===== src/rtl/ps2_pkg.sv =====
// Shared types and constants for the PS/2 scancode receiver.
package ps2_pkg;

    typedef enum logic [1:0] {
        IDLE,
        DATA,
        PARITY,
        STOP
    } ps2_state_t;

    localparam logic [7:0] PS2_BREAK = 8'hF0;
    localparam logic [7:0] PS2_EXT   = 8'hE0;

endpackage


===== src/rtl/ps2_line_filter.sv =====
// Synchroniser plus deglitcher for one raw PS/2 line.
// Outputs the filtered level and a one-cycle strobe on its 1->0 transition.
module ps2_line_filter #(
    parameter int FILTER_LEN  = 8,
    parameter int SYNC_STAGES = 2
) (
    input  logic clk_in,
    input  logic reset,
    input  logic line_raw,
    output logic level,
    output logic fall
);

    localparam int CNT_W = $clog2(FILTER_LEN + 1);
    localparam logic [CNT_W-1:0] CNT_LAST = CNT_W'(FILTER_LEN - 1);

    // The idle PS/2 bus is high, so the chain resets high to avoid a false fall.
    logic [SYNC_STAGES-1:0] sync_reg;

    generate
        for (genvar gi = 0; gi < SYNC_STAGES; gi++) begin : g_sync
            if (gi == 0) begin : g_first
                always_ff @(posedge clk_in or posedge reset) begin
                    if (reset) begin
                        sync_reg[gi] <= 1'b1;
                    end else begin
                        sync_reg[gi] <= line_raw;
                    end
                end
            end else begin : g_rest
                always_ff @(posedge clk_in or posedge reset) begin
                    if (reset) begin
                        sync_reg[gi] <= 1'b1;
                    end else begin
                        sync_reg[gi] <= sync_reg[gi-1];
                    end
                end
            end
        end
    endgenerate

    logic             synced;
    logic [CNT_W-1:0] cnt_reg;
    logic             level_reg;
    logic             fall_reg;

    assign synced = sync_reg[SYNC_STAGES-1];

    // cnt_reg counts consecutive samples that disagree with the current level.
    always_ff @(posedge clk_in or posedge reset) begin
        if (reset) begin
            cnt_reg   <= '0;
            level_reg <= 1'b1;
            fall_reg  <= 1'b0;
        end else begin
            fall_reg <= 1'b0;
            if (synced == level_reg) begin
                cnt_reg <= '0;
            end else if (cnt_reg == CNT_LAST) begin
                cnt_reg   <= '0;
                level_reg <= synced;
                fall_reg  <= ~synced;
            end else begin
                cnt_reg <= cnt_reg + 1'b1;
            end
        end
    end

    assign level = level_reg;
    assign fall  = fall_reg;

endmodule


===== src/rtl/ps2_scancode_rx.sv =====
// PS/2 device-to-host receiver: frames bytes on filtered clock falls and flags bad frames.
// Optional macro PS2_BREAK_FILTER_EN suppresses F0 break prefixes and the key code that follows.
module ps2_scancode_rx
    import ps2_pkg::*;
#(
    parameter int FILTER_LEN  = 8,
    parameter int TIMEOUT_CYC = 100000,
    parameter int TO_W        = 17
) (
    input  logic       clk_in,
    input  logic       reset,
    input  logic       ps2_clock,
    input  logic       ps2_data,
    output logic [7:0] scancode,
    output logic       valid,
    output logic       frame_err
);

    localparam logic [TO_W-1:0] TO_LAST = TO_W'(TIMEOUT_CYC - 1);

    logic clk_fall;
    logic clk_level_unused;

    ps2_line_filter #(
        .FILTER_LEN  (FILTER_LEN),
        .SYNC_STAGES (2)
    ) u_clk_filter (
        .clk_in   (clk_in),
        .reset    (reset),
        .line_raw (ps2_clock),
        .level    (clk_level_unused),
        .fall     (clk_fall)
    );

    // Data only needs to be stable at the clock fall, so no deglitch here.
    logic [1:0] data_sync_reg;
    logic       data_sync;

    always_ff @(posedge clk_in or posedge reset) begin
        if (reset) begin
            data_sync_reg <= 2'b11;
        end else begin
            data_sync_reg <= {data_sync_reg[0], ps2_data};
        end
    end

    assign data_sync = data_sync_reg[1];

    ps2_state_t      state_reg,    state_next;
    logic [2:0]      bitcnt_reg,   bitcnt_next;
    logic [7:0]      shift_reg,    shift_next;
    logic            parity_reg,   parity_next;
    logic [TO_W-1:0] to_cnt_reg,   to_cnt_next;
    logic [7:0]      scancode_reg;
    logic            valid_reg;
    logic            frame_err_reg;
    logic            accept;
    logic            err;
    logic            emit;

    always_comb begin
        state_next  = state_reg;
        bitcnt_next = bitcnt_reg;
        shift_next  = shift_reg;
        parity_next = parity_reg;
        to_cnt_next = to_cnt_reg;
        accept      = 1'b0;
        err         = 1'b0;

        // A fall in the same cycle as terminal count takes priority.
        if (state_reg == IDLE || clk_fall) begin
            to_cnt_next = '0;
        end else if (to_cnt_reg == TO_LAST) begin
            to_cnt_next = '0;
            state_next  = IDLE;
            err         = 1'b1;
        end else begin
            to_cnt_next = to_cnt_reg + 1'b1;
        end

        if (clk_fall) begin
            case (state_reg)
                IDLE: begin
                    if (!data_sync) begin
                        state_next  = DATA;
                        bitcnt_next = 3'd0;
                    end
                end
                DATA: begin
                    shift_next  = {data_sync, shift_reg[7:1]};
                    bitcnt_next = bitcnt_reg + 3'd1;
                    if (bitcnt_reg == 3'd7) begin
                        state_next = PARITY;
                    end
                end
                PARITY: begin
                    parity_next = data_sync;
                    state_next  = STOP;
                end
                STOP: begin
                    state_next = IDLE;
                    if (data_sync && (^{shift_reg, parity_reg})) begin
                        accept = 1'b1;
                    end else begin
                        err = 1'b1;
                    end
                end
                default: begin
                    state_next = IDLE;
                end
            endcase
        end
    end

`ifdef PS2_BREAK_FILTER_EN
    logic break_pend_reg, break_pend_next;

    // E0 prefixes pass through untouched so F0 E0 xx still hides only xx.
    always_comb begin
        emit            = accept;
        break_pend_next = break_pend_reg;
        if (err) begin
            break_pend_next = 1'b0;
        end else if (accept) begin
            if (shift_reg == PS2_BREAK) begin
                emit            = 1'b0;
                break_pend_next = 1'b1;
            end else if (shift_reg == PS2_EXT) begin
                emit = 1'b1;
            end else if (break_pend_reg) begin
                emit            = 1'b0;
                break_pend_next = 1'b0;
            end
        end
    end

    always_ff @(posedge clk_in or posedge reset) begin
        if (reset) begin
            break_pend_reg <= 1'b0;
        end else begin
            break_pend_reg <= break_pend_next;
        end
    end
`else
    always_comb begin
        emit = accept;
    end
`endif

    always_ff @(posedge clk_in or posedge reset) begin
        if (reset) begin
            state_reg     <= IDLE;
            bitcnt_reg    <= 3'd0;
            shift_reg     <= 8'h00;
            parity_reg    <= 1'b0;
            to_cnt_reg    <= '0;
            scancode_reg  <= 8'h00;
            valid_reg     <= 1'b0;
            frame_err_reg <= 1'b0;
        end else begin
            state_reg     <= state_next;
            bitcnt_reg    <= bitcnt_next;
            shift_reg     <= shift_next;
            parity_reg    <= parity_next;
            to_cnt_reg    <= to_cnt_next;
            valid_reg     <= emit;
            frame_err_reg <= err;
            if (emit) begin
                scancode_reg <= shift_reg;
            end
        end
    end

    assign scancode  = scancode_reg;
    assign valid     = valid_reg;
    assign frame_err = frame_err_reg;

endmodule

===== config.mk =====
export PLATFORM = sky130hd
export DESIGN_NAME = ps2_scancode_rx
export DESIGN_NICKNAME = d
export VERILOG_FILES = /design/src/rtl/ps2_pkg.sv /design/src/rtl/ps2_line_filter.sv /design/src/rtl/ps2_scancode_rx.sv
export SDC_FILE = /design/constraint.sdc
export NUM_CORES = 1
export LEC_CHECK = 0
export BUFFER_PORTS_ARGS = -buffer_cell sky130_fd_sc_hd__buf_4
export CORE_UTILIZATION = 30
export DETAILED_ROUTE_END_ITERATION = 8
export HOLD_SLACK_MARGIN = 0.08
export PLACE_DENSITY = 0.48
export SKIP_LAST_GASP = 1
export SYNTH_ARGS = -nofsm -noshare
export SYNTH_HDL_FRONTEND = slang
export SYNTH_SLANG_ARGS = --single-unit

===== constraint.sdc =====
create_clock -name clk_in -period 5.6 [get_ports clk_in]
set_input_delay 0.56 -clock clk_in [delete_from_list [all_inputs] [get_ports clk_in]]
set_output_delay 0.56 -clock clk_in [all_outputs]
set_load 0.01 [all_outputs]

==> qor.yml <==
power:
  pwr_density_cell_nw_per_um2: 252
  vdd_drop_max_mv: 0.0863
  power_mw: 0.650
  leakagePower_nw: 1.15
logic_synthesis:
  synth_area_per_cell_um2: 11.8
  yosys.area.top_type: "dfrtp_1"
  ys_top_cells_by_area: "dfrtp_1 (50%), mux2_2 (7.9%), dfstp_2 (5.8%), xnor2_1 (3.8%), nor2_1 (3.3%)"
  syn-instance-count: 193
  synth_warnings: 0
  synth.most_common_cell: "dfrtp_1"
  synth-seq-cells: 51
  async_flop_share_pct: 100
  syn_area_um2: 2280
  yosys.area.top_type_share_pct: 50.4
  ys_seq_area_share_pct: 56.2
  synth-edff-count: 0
  synthTopCellsByCount: "dfrtp_1 (46), nor2_1 (20), mux2_2 (16)"
  synth_nets: 201
  ys.flop_type: "dfrtp_1"
  ys_types: 37
route:
  avgRoutedWirePerCell_um: 11.8
  drc: 0
  drt_pass1_iterations: 4
  drt-total-wl_um: 3640
  via_count: 1425
  ant_nets: 0
  drtIter0Drc: 64
  vias_per_cell: 4.63
sta:
  period_share_pct: 34.5
  setup_viol: 0
  skew_ps: 10.7
  rsz0062_at_grt: "false"
  max_slew_margin_pct: 57.7
  worstMarginPinSlew_ps: 635
  max_freq_mhz: 517
  timing.final.ws_setup_ps: 3670
  layout_min_cycle_time_ps: 1930
  whs_ps: 360
  final-hold-violation-count: 0
  setup_tns_ps: 0
  report.final.slew_viol_count: 0
layout:
  n_fill_cell: 762
  seq_area_um2: 1280
  largest_reg_flops: 17
  multiInputGateArea_um2: 956
  syn2layout_area_growth_pct: 12.9
  drive_above_1_share_pct: 22.5
  antenna_cells: 0
  fin_nets: 216
  final_core_util_pct: 35.3
worst_hold_path:
  hold_class: "flop to flop"
die:
  num_rows: 31
  dieArea_um2: 7960
  initial_utilization_pct: 31.3
  io_pins: 14
  die_y_um: 89.2
  coreArea_um2: 7290
  fp.dieW_um: 89.2
grt:
  antenna_found_initial: 0
  grt_overflow: 0
  grt_pass1_wl_um: 6350
  grt_pass1_vias: 1359
  grt_max_degree: 52
  grt_usage_pct: 10.3
clock_tree:
  cts_tree: "yes"
  cts_resized: 0
  clock_sinks: 51
  insertion_delay_ps: 300
  clockBufferDepth: 2
  cts_hold_buf: 0
  cts_setup_buffers: 0
  htreeDepth: 2
  clkTransAtPathRegs_ps: 100
  numCtsBuffers: 5
  cts_root_buf: "clkbuf_8"
critical_path:
  cp.arrival_ps: 2130
  crit_required_ps: 5800
  cp_slowest_stage_delay_ps: 440
  endpoint_kind: "flop"
  path_max_fanout: 9
  crit_type: "flop to flop"
  crit_path_top_delay_cell: "xnor3_2"
  path_cells: "xor2_1 > xnor3_2 > mux2i_4 > mux2_2"
  cp-start-kind: "flop"
place:
  place_ws_ps: 3660
  place_congestion: 0.694
  place.detailed.hpwl_um: 2460
  numPortBuffers: 13
job:
  drv_cap: 0
run_status:
  status: "completed"
stage by stage:
step	instances	area [um2]
after CTS	308	2580
after floorplan	193	2280
after detailed placement	300	2490
after global routing	308	2580
after global placement	300	2490
final	308	2580
area by class of cell:
type,instances,area share (%)
Sequential cell,51,49.8
Multi-Input combinational cell,131,37.1
Tap cell,99,4.81
Timing Repair Buffer,14,4.08
Clock buffer,5,2.67
Clock inverter,3,0.874
Inverter,5,0.728
cells by family (layout without fill, tap and decap cells):
family,after synthesis,in the layout,share of synthesized area (%)
simple gates,70,70,16.2
xor+xnor,20,20,8.99
fa+ha+maj,4,4,2.19
mux,18,18,9.32
compound gates,19,19,5.15
flops,51,51,56.2
buf+inv,11,27,1.92
report_power, final:
part	switching (mW)	internal, mW	leakage, nW	total, mW
combinational	0.0195	0.0173	0.407	0.0368
clock	0.128	0.0907	0.0489	0.218
sequential	0.00983	0.385	0.693	0.394
path summary, 6_finish.rpt:
kind | slack [ps] | start | depth (start not counted) | endpoint
min in group asynchronous | 410 | reset | 3 | scancode[6]
worst max register to register | 3670 | shift_reg[4] | 4 | scancode[3]
worst min-delay path | 360 | u_clk_filter.sync_reg[0] | 0 | u_clk_filter.synced
worst min register to register | 360 | u_clk_filter.sync_reg[0] | 0 | u_clk_filter.synced
worst max-delay path | 3670 | shift_reg[4] | 4 | scancode[3]
max in group asynchronous | 4750 | reset | 3 | u_clk_filter.cnt_reg[3]
cell usage in the layout (no fill, tap or decap), types with 2 or more instances in the layout:
cell | netlist | final
a21oi_1 | 4 | 4
a32o_1 | 2 | 2
and3_1 | 3 | 3
and4_1 | 3 | 3
buf_4 | 0 | 14
clkbuf_8 | 0 | 5
dfrtp_1 | 46 | 46
dfstp_2 | 5 | 5
ha_1 | 4 | 4
inv_1 | 5 | 4
inv_6 | 0 | 2
mux2_2 | 16 | 16
nand2_1 | 10 | 10
nand2b_1 | 2 | 2
nand3_1 | 11 | 11
nand4_1 | 4 | 4
nor2_1 | 20 | 20
nor2b_1 | 3 | 3
nor4b_1 | 2 | 2
nor4bb_1 | 2 | 2
o21ai_0 | 9 | 9
or3_1 | 4 | 4
xnor2_1 | 10 | 10
xor2_1 | 8 | 8
per-layer routing:
metal / up-vias / track usage (%) / wire, um
met5: - / 0 / 0
met4: 0 / 3.03 / 36
met3: 5 / 2.49 / 86
met2: 14 / 16.1 / 1650
met1: 704 / 14.3 / 1870
li1: 702 / - / -
critical path: cells and delay by family (launching register included):
kind / cells / cell delay (ps)
XOR/XNOR: 2 / 610
flip-flops: 1 / 420
multiplexers: 2 / 800
Note: power is estimated with default switching activity, not from simulation.
